$ cat src/rtl/mem_byte_sequencer_if.sv
// CPU-side load/store bus of the byte sequencer.
// The CPU drives the request fields; the sequencer returns rdata/ack/err.
interface mem_byte_sequencer_if #(
  parameter int ADDRESS_WIDTH = 32
);
  logic                     req;
  logic                     we;
  logic [1:0]               size;
  logic                     sext;
  logic [ADDRESS_WIDTH-1:0] addr;
  logic [31:0]              wdata;
  logic [31:0]              rdata;
  logic                     ack;
  logic                     err;

  modport master (
    output req, we, size, sext, addr, wdata,
    input  rdata, ack, err
  );

  modport slave (
    input  req, we, size, sext, addr, wdata,
    output rdata, ack, err
  );
endinterface

$ cat src/rtl/mem_byte_sequencer.sv
// Splits CPU byte/half/word requests into sequential little-endian 8-bit RAM
// accesses, stalling on ram_busy, and returns an extended 32-bit load result.
module mem_byte_sequencer #(
  parameter int ADDRESS_WIDTH = 32
) (
  input  logic                     clk,
  input  logic                     reset,
  mem_byte_sequencer_if.slave      cpu,
  output logic [ADDRESS_WIDTH-1:0] ram_addr,
  output logic [7:0]               ram_din,
  output logic                     ram_we,
  input  logic [7:0]               ram_dout,
  input  logic                     ram_busy
);

  typedef enum logic [2:0] {
    ST_IDLE     = 3'd0,
    ST_XFER     = 3'd1,
    ST_CAPTURE  = 3'd2,
    ST_DONE     = 3'd3,
    ST_ERR      = 3'd4
  } state_e;

  function automatic logic [7:0] byte_lane(input logic [31:0] word, input logic [1:0] lane);
    logic [7:0] res;
    case (lane)
      2'd0:    res = word[7:0];
      2'd1:    res = word[15:8];
      2'd2:    res = word[23:16];
      2'd3:    res = word[31:24];
      default: res = 8'h00;
    endcase
    return res;
  endfunction

  function automatic logic [31:0] load_extend(input logic [31:0] data, input logic [1:0] sz,
                                              input logic sx);
    logic [31:0] res;
    case (sz)
      2'b00:   res = {{24{sx & data[7]}}, data[7:0]};
      2'b01:   res = {{16{sx & data[15]}}, data[15:0]};
      default: res = data;
    endcase
    return res;
  endfunction

  function automatic logic is_rejected(input logic [1:0] sz, input logic [1:0] low_addr);
    logic res;
    case (sz)
      2'b00:   res = 1'b0;
      2'b01:   res = low_addr[0];
      2'b10:   res = (low_addr != 2'b00);
      default: res = 1'b1;
    endcase
    return res;
  endfunction

  function automatic logic [1:0] last_index(input logic [1:0] sz);
    logic [1:0] res;
    case (sz)
      2'b00:   res = 2'd0;
      2'b01:   res = 2'd1;
      default: res = 2'd3;
    endcase
    return res;
  endfunction

  state_e                   state_q, state_d;
  logic                     we_q, we_d;
  logic [1:0]               size_q, size_d;
  logic                     sext_q, sext_d;
  logic [ADDRESS_WIDTH-1:0] addr_q, addr_d;
  logic [31:0]              wdata_q, wdata_d;
  logic [1:0]               idx_q, idx_d;
  logic [1:0]               last_q, last_d;
  logic [31:0]              buf_q, buf_d;
  logic [31:0]              rdata_q, rdata_d;
  logic                     ack_q, ack_d;
  logic                     err_q, err_d;
  logic [ADDRESS_WIDTH-1:0] ram_addr_q, ram_addr_d;
  logic [7:0]               ram_din_q, ram_din_d;
  logic                     ram_we_q, ram_we_d;
  logic [1:0]               idx_nxt_s;

  assign idx_nxt_s = idx_q + 2'd1;

  // Next-state and next-output logic; outputs are computed one cycle ahead so they register cleanly
  always_comb begin
    state_d    = state_q;
    we_d       = we_q;
    size_d     = size_q;
    sext_d     = sext_q;
    addr_d     = addr_q;
    wdata_d    = wdata_q;
    idx_d      = idx_q;
    last_d     = last_q;
    buf_d      = buf_q;
    rdata_d    = rdata_q;
    ack_d      = 1'b0;
    err_d      = 1'b0;
    ram_addr_d = ram_addr_q;
    ram_din_d  = ram_din_q;
    ram_we_d   = 1'b0;
    case (state_q)
      ST_IDLE: begin
        if (cpu.req) begin
          we_d    = cpu.we;
          size_d  = cpu.size;
          sext_d  = cpu.sext;
          addr_d  = cpu.addr;
          wdata_d = cpu.wdata;
          idx_d   = 2'd0;
          last_d  = last_index(cpu.size);
          if (is_rejected(cpu.size, cpu.addr[1:0])) begin
            state_d = ST_ERR;
            ack_d   = 1'b1;
            err_d   = 1'b1;
          end else begin
            state_d    = ST_XFER;
            ram_addr_d = cpu.addr;
            ram_we_d   = cpu.we;
            ram_din_d  = cpu.wdata[7:0];
          end
        end else begin
          state_d = ST_IDLE;
        end
      end
      ST_XFER: begin
        state_d = ST_CAPTURE;
      end
      ST_CAPTURE: begin
        if (ram_busy) begin
          state_d = ST_CAPTURE;
        end else begin
          if (!we_q) begin
            case (idx_q)
              2'd0:    buf_d[7:0]   = ram_dout;
              2'd1:    buf_d[15:8]  = ram_dout;
              2'd2:    buf_d[23:16] = ram_dout;
              2'd3:    buf_d[31:24] = ram_dout;
              default: buf_d        = buf_q;
            endcase
          end else begin
            buf_d = buf_q;
          end
          if (idx_q == last_q) begin
            state_d = ST_DONE;
            ack_d   = 1'b1;
            if (!we_q) begin
              rdata_d = load_extend(buf_d, size_q, sext_q);
            end else begin
              rdata_d = rdata_q;
            end
          end else begin
            // Address wraps naturally modulo 2^ADDRESS_WIDTH
            state_d    = ST_XFER;
            idx_d      = idx_nxt_s;
            ram_addr_d = addr_q + ADDRESS_WIDTH'(idx_nxt_s);
            ram_we_d   = we_q;
            ram_din_d  = byte_lane(wdata_q, idx_nxt_s);
          end
        end
      end
      ST_DONE: begin
        state_d = ST_IDLE;
      end
      ST_ERR: begin
        state_d = ST_IDLE;
      end
      default: begin
        state_d = ST_IDLE;
      end
    endcase
  end

  // State and output registers with synchronous active-low reset
  always_ff @(posedge clk) begin
    if (!reset) begin
      state_q    <= ST_IDLE;
      we_q       <= 1'b0;
      size_q     <= 2'b00;
      sext_q     <= 1'b0;
      addr_q     <= '0;
      wdata_q    <= 32'h0000_0000;
      idx_q      <= 2'd0;
      last_q     <= 2'd0;
      buf_q      <= 32'h0000_0000;
      rdata_q    <= 32'h0000_0000;
      ack_q      <= 1'b0;
      err_q      <= 1'b0;
      ram_addr_q <= '0;
      ram_din_q  <= 8'h00;
      ram_we_q   <= 1'b0;
    end else begin
      state_q    <= state_d;
      we_q       <= we_d;
      size_q     <= size_d;
      sext_q     <= sext_d;
      addr_q     <= addr_d;
      wdata_q    <= wdata_d;
      idx_q      <= idx_d;
      last_q     <= last_d;
      buf_q      <= buf_d;
      rdata_q    <= rdata_d;
      ack_q      <= ack_d;
      err_q      <= err_d;
      ram_addr_q <= ram_addr_d;
      ram_din_q  <= ram_din_d;
      ram_we_q   <= ram_we_d;
    end
  end

  assign cpu.rdata = rdata_q;
  assign cpu.ack   = ack_q;
  assign cpu.err   = err_q;
  assign ram_addr  = ram_addr_q;
  assign ram_din   = ram_din_q;
  assign ram_we    = ram_we_q;

endmodule

$ cat src/flat_wrapper.sv
// flat-port wrapper written by rule: the top's interface ports become plain ports
module mem_byte_sequencer_flat 
#(
  parameter int ADDRESS_WIDTH = 32
)
  (clk, reset, ram_addr, ram_din, ram_we, ram_dout, ram_busy, cpu_req, cpu_we, cpu_size, cpu_sext, cpu_addr, cpu_wdata, cpu_rdata, cpu_ack, cpu_err);
  mem_byte_sequencer_if #(.ADDRESS_WIDTH(ADDRESS_WIDTH)) cpu_i ();
  input  logic clk;
  input  logic reset;
  output logic [ADDRESS_WIDTH-1:0] ram_addr;
  output logic [7:0] ram_din;
  output logic ram_we;
  input  logic [7:0] ram_dout;
  input  logic ram_busy;
  input wire logic [$bits(cpu_i.req)-1:0] cpu_req;
  input wire logic [$bits(cpu_i.we)-1:0] cpu_we;
  input wire logic [$bits(cpu_i.size)-1:0] cpu_size;
  input wire logic [$bits(cpu_i.sext)-1:0] cpu_sext;
  input wire logic [$bits(cpu_i.addr)-1:0] cpu_addr;
  input wire logic [$bits(cpu_i.wdata)-1:0] cpu_wdata;
  output wire logic [$bits(cpu_i.rdata)-1:0] cpu_rdata;
  output wire logic [$bits(cpu_i.ack)-1:0] cpu_ack;
  output wire logic [$bits(cpu_i.err)-1:0] cpu_err;
  assign cpu_i.req = cpu_req;
  assign cpu_i.we = cpu_we;
  assign cpu_i.size = cpu_size;
  assign cpu_i.sext = cpu_sext;
  assign cpu_i.addr = cpu_addr;
  assign cpu_i.wdata = cpu_wdata;
  assign cpu_rdata = cpu_i.rdata;
  assign cpu_ack = cpu_i.ack;
  assign cpu_err = cpu_i.err;
  mem_byte_sequencer #(.ADDRESS_WIDTH(ADDRESS_WIDTH)) u_core (.clk(clk), .reset(reset), .cpu(cpu_i), .ram_addr(ram_addr), .ram_din(ram_din), .ram_we(ram_we), .ram_dout(ram_dout), .ram_busy(ram_busy));
endmodule
$ cat config.mk
export PLATFORM = sky130hd
export DESIGN_NAME = mem_byte_sequencer_flat
export DESIGN_NICKNAME = d
export VERILOG_FILES = /design/src/rtl/mem_byte_sequencer_if.sv /design/src/rtl/mem_byte_sequencer.sv /design/src/flat_wrapper.sv
export SDC_FILE = /design/constraint.sdc
export NUM_CORES = 1
export LEC_CHECK = 0
export BUFFER_PORTS_ARGS = -buffer_cell sky130_fd_sc_hd__buf_2
export CAP_MARGIN = 0
export CORE_MARGIN = 2
export CORE_UTILIZATION = 40
export CTS_CLUSTER_SIZE = 10
export DETAILED_ROUTE_END_ITERATION = 8
export SYNTH_ARGS = -nofsm -noshare
export SYNTH_HDL_FRONTEND = slang
export SYNTH_SLANG_ARGS = --single-unit
$ cat constraint.sdc
create_clock -name clk -period 6.7 [get_ports clk]
set_input_delay 1.005 -clock clk [delete_from_list [all_inputs] [get_ports clk]]
set_output_delay 1.005 -clock clk [all_outputs]
set_load 0.005 [all_outputs]
# After elaboration in Yosys (flattened, before gate mapping)
# Index checks and enable logic that the tools add are counted.
dict set report totals {
  regBits 182
  latch_bits 0
  ram_bits 0
  mem_bits_ro 0
  input_bits 80
  output_inout_bits 75
  elab_cells 92
  n_memories 0
}
dict set report classes {
  add_sub_neg 2
  n_mul 0
  n_div 0
  n_lt_le_gt_ge 0
  eq_ne 16
  shifts 0
  n_mux 42
  n_bitwise 4
  n_reduce_logical 13
}
# op count
set ops {}
lappend ops {{two-way mux 32 bit} 7}
lappend ops {{one-hot mux 32 bit (2 select lines)} 2}
lappend ops {{two-way mux 8 bit} 8}
lappend ops {{adder 32 x 2 -> 32 bit} 1}
lappend ops {{one-hot mux 8 bit (4 select lines)} 1}
lappend ops {{one-hot mux 8 bit (2 select lines)} 1}
lappend ops {{== test 2 bit (second input constant)} 5}
lappend ops {{two-way mux 1 bit} 10}
lappend ops {{two-way mux 3 bit} 3}
lappend ops {{one-hot mux 3 bit (3 select lines)} 1}
lappend ops {{== test 2 x 1 -> 1 bit (second input constant)} 4}
lappend ops {{zero test 2 bit} 4}
lappend ops {{two-way mux 2 bit} 4}
lappend ops {{!= test 2 bit (second input constant)} 4}
lappend ops {{one-hot mux 2 bit (2 select lines)} 2}
lappend ops {{AND reduction 4 bit} 2}
lappend ops {{AND reduction 2 bit} 3}
lappend ops {{AND reduction 5 bit} 1}
lappend ops {{one-hot mux 1 bit (2 select lines)} 2}
lappend ops {{nonzero test 2 bit} 2}
lappend ops {{== test 3 x 1 -> 1 bit (second input constant)} 1}
lappend ops {{== test 3 x 2 -> 1 bit (second input constant)} 1}
lappend ops {{zero test 3 bit} 1}
lappend ops {{one-hot mux 1 bit (3 select lines)} 1}
lappend ops {{other kinds (4)} 6}

# Depth between registers and ports, before layout
# Gate-level depths: netlist of the first run.
dict set report depth {
  depth_word 7
  ltp_mapped 11
  depth_no_buf 8
}

# Least setup slack after synthesis of the first run
# Ideal clock, no wire load.
dict set report synth_path {
  kind {input-to-reg}
  startpoint {input ram_busy}
  endpoint {register u_core.rdata_q[16] (netlist: u_core.cpu.rdata[16])}
  setup_ps 119
  t_arrival_ps 2465
  t_required_ps 6581
  path_slack_ps 4117
  path_stages 8
  n_path_buf 3
  cell_sequence {nor4b_4 -> and4_1 -> buf_2 -> o21ai_4 -> or2_1 -> buf_2 -> buf_6 -> o221a_1}
}
dict set report synth_via {
  elab_chain_len 2
}
# item line
set synth_lines {}
lappend synth_lines {{start, declared} flat_wrapper.sv:14} ;# input logic ram_busy;
lappend synth_lines {{inverter 1 bit (no source line)} --}
lappend synth_lines {{AND reduction 4 bit (no source line)} --}
lappend synth_lines {{end signal, assigned} mem_byte_sequencer.sv:204} ;# rdata_q <= rdata_d;
lappend synth_lines {{end, declared} mem_byte_sequencer.sv:77} ;# logic [31:0] rdata_q, rdata_d;
# Every way passes these cells.
# A chain may end at the register's enable or synchronous reset.

# Worst setup path after layout of the first run
dict set report layout_path {
  startpoint {register u_core.idx_q[0]}
  endpoint {register u_core.rdata_q[21] (netlist: u_core.cpu.rdata[21])}
}
dict set report layout_via {
  elab_chain_len 7
  elab_cells_between_ends 14
  classes_between {eq/ne: 3; mux: 7; bitwise: 2; reduce/logical: 2}
}
# item line
set layout_lines {}
lappend layout_lines {{start, declared} mem_byte_sequencer.sv:74} ;# logic [1:0] idx_q, idx_d;
lappend layout_lines {{start signal, assigned} mem_byte_sequencer.sv:201} ;# idx_q <= idx_d;
lappend layout_lines {{== test 2 x 1 -> 1 bit or zero test 2 bit (tied branches)} mem_byte_sequencer.sv:136} ;# case (idx_q)
lappend layout_lines {{two-way mux 8 bit} mem_byte_sequencer.sv:136}
lappend layout_lines {{two-way mux 32 bit} mem_byte_sequencer.sv:135} ;# if (!we_q) begin
lappend layout_lines {{two-way mux 32 bit} mem_byte_sequencer.sv:132} ;# if (ram_busy) begin
lappend layout_lines {{two-way mux 32 bit} mem_byte_sequencer.sv:104} ;# case (state_q)
lappend layout_lines {{AND 1 bit (on tied branches)} {mem_byte_sequencer.sv:41, mem_byte_sequencer.sv:40}}
lappend layout_lines {{one-hot mux 32 bit (2 select lines)} mem_byte_sequencer.sv:39} ;# case (sz)
# Several ways; a longest one is shown, not always the timed one. The select of a mux whose other input is x is not followed.

==> flow_summary.yaml, run 1 <==
final_layout:
  area_growth_pct: 17.3
  regArea_mm2: 0.00364
  drive_above_1_share: 0.194
  multiInputGateArea_mm2: 0.00450
  num-nets-final: 1213
  fill_cells: 2094
setup_path:
  crit_arrival_ns: 3.49
  rrSetupSlack_ns: 3.54
  cpMaxStageDelayCell: "nor2b_1"
  crit_path_end_kind: "register"
  required_ns: 7.02
  path_delay_family: "simple AND/OR/NAND/NOR gates"
  cp-start-kind: "register"
  path_buf_inv: 0
  critPathMaxStageDelay_ns: 0.89
  crit_fanout: 16
  crit_type: "reg2reg"
  cp_cell_sequence: "ha_1 > nor2b_1 > mux2i_1 > nor3_1 > or2_1 > o221a_2"
floorplan:
  die_h_um: 150
  io_pins: 155
  die_w_um: 150
  rows: 53
  start_util: 0.406
  die-area_mm2: 0.0225
  core_mm2: 0.0210
clock_network:
  cts_buffer_depth: 2
  postCtsHoldBufs: 0
  cts_setup_buffers: 0
  clockRootBuffer: "clkbuf_16"
  cts_buffers: 17
  htree_levels: 4
  cts_tree: "yes"
  cts.sinks: 182
  cts_resized: 0
  worstSkewPairLatency_ns: 0.43
  clkSlewWorstSetupHoldPaths_ns: 0.07
logic_synthesis:
  synth-adder-area-share: 0.0126
  synth_nets: 1117
  synth_xor_area_frac: 0.0309
  ys_seq_elements: 182
  synth_top_family_by_area: "compound AO/OA/AOI/OAI gates"
  muxShareOfSynthArea: 0.0134
  yosysSeqAreaShare: 0.428
  async_reset_ff_frac: 0
  syn_area_per_cell_um2: 8.27
  syn-instance-count: 1029
  ys.flop_type: "dfxtp_1"
  synthSimpleGateAreaFrac: 0.225
  syn_area_mm2: 0.00851
  netlist-cell-type-count: 51
  yosys_warnings: 0
  synth_edf_count: 0
  synth_compound_area_frac: 0.246
power:
  ir_drop_uv: 158
  power.leakage_uw: 0.00405
  seq_power_share: 0.469
  sw_frac_of_total: 0.253
  power_density_mw_per_mm2: 253
  p_int_uw: 1890
  power.total_uw: 2530
  clock_power_share: 0.421
  power_switching_uw: 640
  power_frac_comb: 0.110
route:
  route.detailed.drc: 0
  vias_per_cell: 5.35
  wire_per_inst_um: 16.5
  drt_iter0_markers: 532
  ant_nets: 0
  vias: 7555
  routed_wl_mm: 23.3
  first_pass_iters: 5
timing:
  max_freq_ghz: 0.316
  fin_crit_ns: 3.16
  rsz0062_at_grt: "false"
  max_slew_margin: 0.189
  setup_viol: 0
  fin_tns_setup_ns: 0
  timing_hold_violations_final: 0
  finalClockSkew_ns: 0.0160
  worst-slew-pin-transition_ns: 1.21
  final.period_utilization: 0.472
  maxSlewViolCount: 0
placement:
  gp_congestion: 0.762
  dpl.hpwl_mm: 15.3
  port-buffer-count: 154
global_routing:
  antenna_found_initial: 1
  grt_pass1_wl_mm: 37.1
  grt-ovfl-total: 0
  grt.total_usage: 0.208
  grt_max_degree: 104
  grt_pass1_vias: 7109
job:
  cap_viol_max_count: 0
run_status:
  status: "completed"
min_path:
  hp-class: "reg2reg"
layout by cell type, fill, tap and decap left out, drive strengths merged, types with 8 or more instances in the layout:
master,instances
nor2b,9
o211a,20
o221a,24
nand3,70
o21ai,37
o211ai,18
clkbuf,21
a21boi,118
dfxtp,182
nand4,18
buf,166
a21oi,16
nand2,287
a222oi,8
xnor2,13
mux2i,11
nor2,17
o2bb2ai,10
xor2,17
worst min-delay path: cells and delay by family, from the launching register on:
family	cells	cell delay [ns]
DFF	1	0.31
and+or+nand+nor	1	0.05
AOI/OAI and AO/OA	1	0.06
kinds of logic after synthesis:
| logic type | after synthesis |
|---|---|
| flops | 182 |
| xor+xnor | 30 |
| simple gates | 433 |
| fa+ha+maj | 8 |
| mux | 11 |
| compound gates | 271 |
| buf+inv | 94 |
sequential cells by signal (all words and copies together), names as in the netlist:
register	count
u_core.we_q	1
u_core.last_q	2
u_core.cpu.err	1
u_core.ram_we	1
u_core.ram_din	8
u_core.size_q	2
u_core.ram_addr	32
u_core.idx_q	2
u_core.cpu.rdata	32
u_core.addr_q	32
u_core.sext_q	1
u_core.wdata_q	32
u_core.buf_q	32
u_core.cpu.ack	1
u_core.state_q	3
through the flow:
step	hold WS [ns]	instances	cell area [µm²]	utilization	worst slack, ns
after global routing	0.489	1412	9990	0.477	3.32
after floorplan	0.443	1029	8510	-	4.12
after detailed placement	0.459	1381	9370	0.447	3.14
after global placement	0.453	1381	9370	0.447	3.19
after CTS	0.468	1411	9990	0.477	3.54
final	0.466	1412	9990	0.477	3.54
final cells by class:
class	count	share of cell area
antenna	1	0.000251
multi-input combinational	753	0.451
sequential	182	0.365
timing repair buffer	166	0.0864
inverter	5	0.00188
clock inverter	9	0.0152
tap	275	0.0344
clock buffer	21	0.0461
path summary, 6_finish.rpt:
| check | startpoint | endpoint | depth (start not counted) |
|---|---|---|---|
| max | u_core.idx_q[0] | u_core.cpu.rdata[21] | 6 |
| min | u_core.buf_q[2] | u_core.buf_q[2] | 2 |
| max reg2reg | u_core.idx_q[0] | u_core.cpu.rdata[21] | 6 |
| min reg2reg | u_core.buf_q[2] | u_core.buf_q[2] | 2 |
metal layers:
| layer | track usage | vias to the layer above | part of all wire |
|---|---|---|---|
| li1 | - | 3799 | - |
| met1 | 0.281 | 3554 | 0.47 |
| met2 | 0.335 | 187 | 0.47 |
| met3 | 0.0457 | 15 | 0.052 |
| met4 | 0.0528 | 0 | 0.0099 |
| met5 | 0 | - | 0 |
synth_stat cells, types with 2 or more instances:
library cell	instances	area, µm²
nand3_1	70	350
buf_1	3	11.3
dfxtp_1	182	3640
and3_1	6	37.5
clkbuf_1	78	293
and2_1	3	18.8
o2bb2ai_1	10	87.6
inv_1	5	18.8
nand4b_1	2	17.5
nand2_1	287	1080
o21ai_1	2	10.0
xor2_1	17	149
o221a_2	14	158
o221a_1	10	113
and4_1	7	61.3
buf_2	6	30.0
mux2i_1	10	100
o211a_1	20	200
a31o_2	4	35.0
o211ai_1	18	135
nor2b_1	9	56.3
a21o_1	2	15.0
ha_1	7	87.6
a21boi_0	118	886
o21a_1	2	15.0
a222oi_1	8	80.1
o221ai_1	5	43.8
nand4_1	18	113
nor3_1	6	30.0
nor2_1	17	63.8
o21ai_0	34	170
a211oi_1	3	22.5
a21oi_1	16	80.1
xnor2_1	13	114
power groups by stage:
stage / Combinational (µW) / Clock (µW) / Sequential, µW
finish: 279 / 1060 / 1190
global route: 312 / 1130 / 1190
CTS: 282 / 1090 / 1190
detailed placement: 281 / 0 / 1210
global placement: 278 / 0 / 1210
floorplan: 179 / 0 / 1200
(Power assumes the default switching activity.)
==> run 2, diff against run 1 <==
clock period = 3 ns   (was 6.7 ns; I/O delays follow)
==> run 2 against run 1 <==
First-iteration DRC count down 25%; die area did not move; via count is 1.4% higher; clock skew down 0.0025 ns; total power grew 130%; critical endpoint is now u_core.ram_addr[14]; highest routed layer unchanged.
==> flow_summary.yaml, run 2 (same netlist as run 1, synthesis figures left out) <==
run_status:
  status: "completed"
timing:
  maxSlewViolCount: 0
  hold_ws_ns: 0.260
  max_freq_ghz: 0.375
  worst-slew-pin-transition_ns: 0.897
  max_slew_margin: 0.400
  setup_viol: 0
  finalClockSkew_ns: 0.0134
  timing_hold_violations_final: 0
  fin_tns_setup_ns: 0
  final.period_utilization: 0.889
  fin_crit_ns: 2.67
  rsz0062_at_grt: "false"
setup_path:
  cp-start-kind: "register"
  crit_type: "reg2reg"
  crit_fanout: 10
  cp_cell_sequence: "inv_1 > ha_1 > fa_1 > and4_1 > and3_1 > and4_1 > xnor2_1 > o221ai_1"
  required_ns: 3.28
  cpMaxStageDelayCell: "dfxtp_1"
  reg2reg_depth: 8
  crit_path_end_kind: "register"
  path_depth: 8
  path_delay_family: "simple AND/OR/NAND/NOR gates"
  path_buf_inv: 1
  crit_top_cell: "and4_1"
  crit_arrival_ns: 2.95
  critPathMaxStageDelay_ns: 0.49
clock_network:
  cts.sinks: 182
  worstSkewPairLatency_ns: 0.43
  cts_setup_buffers: 0
  cts_buffers: 17
  clockRootBuffer: "clkbuf_16"
  cts_resized: 0
  cts_buffer_depth: 2
  htree_levels: 4
  cts_tree: "yes"
  postCtsHoldBufs: 0
  clkSlewWorstSetupHoldPaths_ns: 0.07
placement:
  gp_congestion: 0.813
  dpl.hpwl_mm: 15.6
  port-buffer-count: 154
route:
  first_pass_iters: 5
  routed_wl_mm: 23.3
  ant_nets: 0
  drt_iter0_markers: 401
  wire_per_inst_um: 16.3
  vias_per_cell: 5.37
  vias: 7664
  route.detailed.drc: 0
power:
  ir_drop_uv: 373
  power.leakage_uw: 0.00415
  power.total_uw: 5820
  power_density_mw_per_mm2: 573
global_routing:
  grt_max_degree: 156
  grt_pass1_wl_mm: 37.6
  grt-ovfl-total: 0
  grt.total_usage: 0.209
  antenna_found_initial: 1
  grt_pass1_vias: 7259
final_layout:
  final_cell_mix: "286 x nand2_1, 182 x dfxtp_1, 153 x buf_2"
  regArea_mm2: 0.00364
  fill_cells: 2085
  area_growth_pct: 19.4
  layout_commonest_cell: "nand2_1"
  drive_above_1_share: 0.205
  num-nets-final: 1225
  multiInputGateArea_mm2: 0.00450
floorplan:
  die_w_um: 150
  start_util: 0.406
  rows: 53
  io_pins: 155
  core_mm2: 0.0210
  die_h_um: 150
  die-area_mm2: 0.0225
min_path:
  hp-class: "in2reg"
  holdPathStages: 3
job:
  cap_viol_max_count: 0
run 2: power breakdown:
group          switching [µW]  total [µW]  internal (µW)
Sequential                101        2650           2540
Clock                     993        2530           1540
Combinational             380         646            266
Total                    1470        5820           4350
run 2: worst paths after layout:
check	end	slack, ns	startpoint
setup / recovery	u_core.ram_addr[14]	0.33	u_core.idx_q[1]
hold / removal	u_core.wdata_q[29]	0.26	cpu_wdata[29]
setup reg to reg	u_core.ram_addr[14]	0.33	u_core.idx_q[1]
hold reg to reg	u_core.ram_addr[2]	0.46	u_core.ram_addr[2]
run 2: metrics by stage:
stage / utilization / area, µm² / worst slack [ns] / instances
after floorplan: - / 8510 / 0.493 / 1029
after global placement: 0.453 / 9490 / 0.444 / 1393
after detailed placement: 0.453 / 9490 / 0.336 / 1393
after CTS: 0.485 / 10200 / 0.334 / 1425
after global routing: 0.485 / 10200 / 0.182 / 1425
final: 0.485 / 10200 / 0.332 / 1426
run 2: final cells by class:
| cell class | count | area share |
|---|---|---|
| multi-input combinational | 753 | 0.443 |
| sequential | 182 | 0.359 |
| timing repair buffer | 178 | 0.0963 |
| clock buffer | 19 | 0.0446 |
| tap | 275 | 0.0339 |
| clock inverter | 13 | 0.0212 |
| inverter | 5 | 0.00185 |
| antenna | 1 | 0.000246 |
run 2: per-layer routing:
layer,part of all wire,vias up,GRT usage
met5,0,-,0
met4,0.0093,0,0.0519
met3,0.055,21,0.0424
met2,0.48,206,0.346
met1,0.46,3613,0.278
li1,-,3824,-
run 2: tightest hold or removal path: stages:
cell	delay [ns]
buf_2	0.09
nand2_1	0.04
a21boi_0	0.06
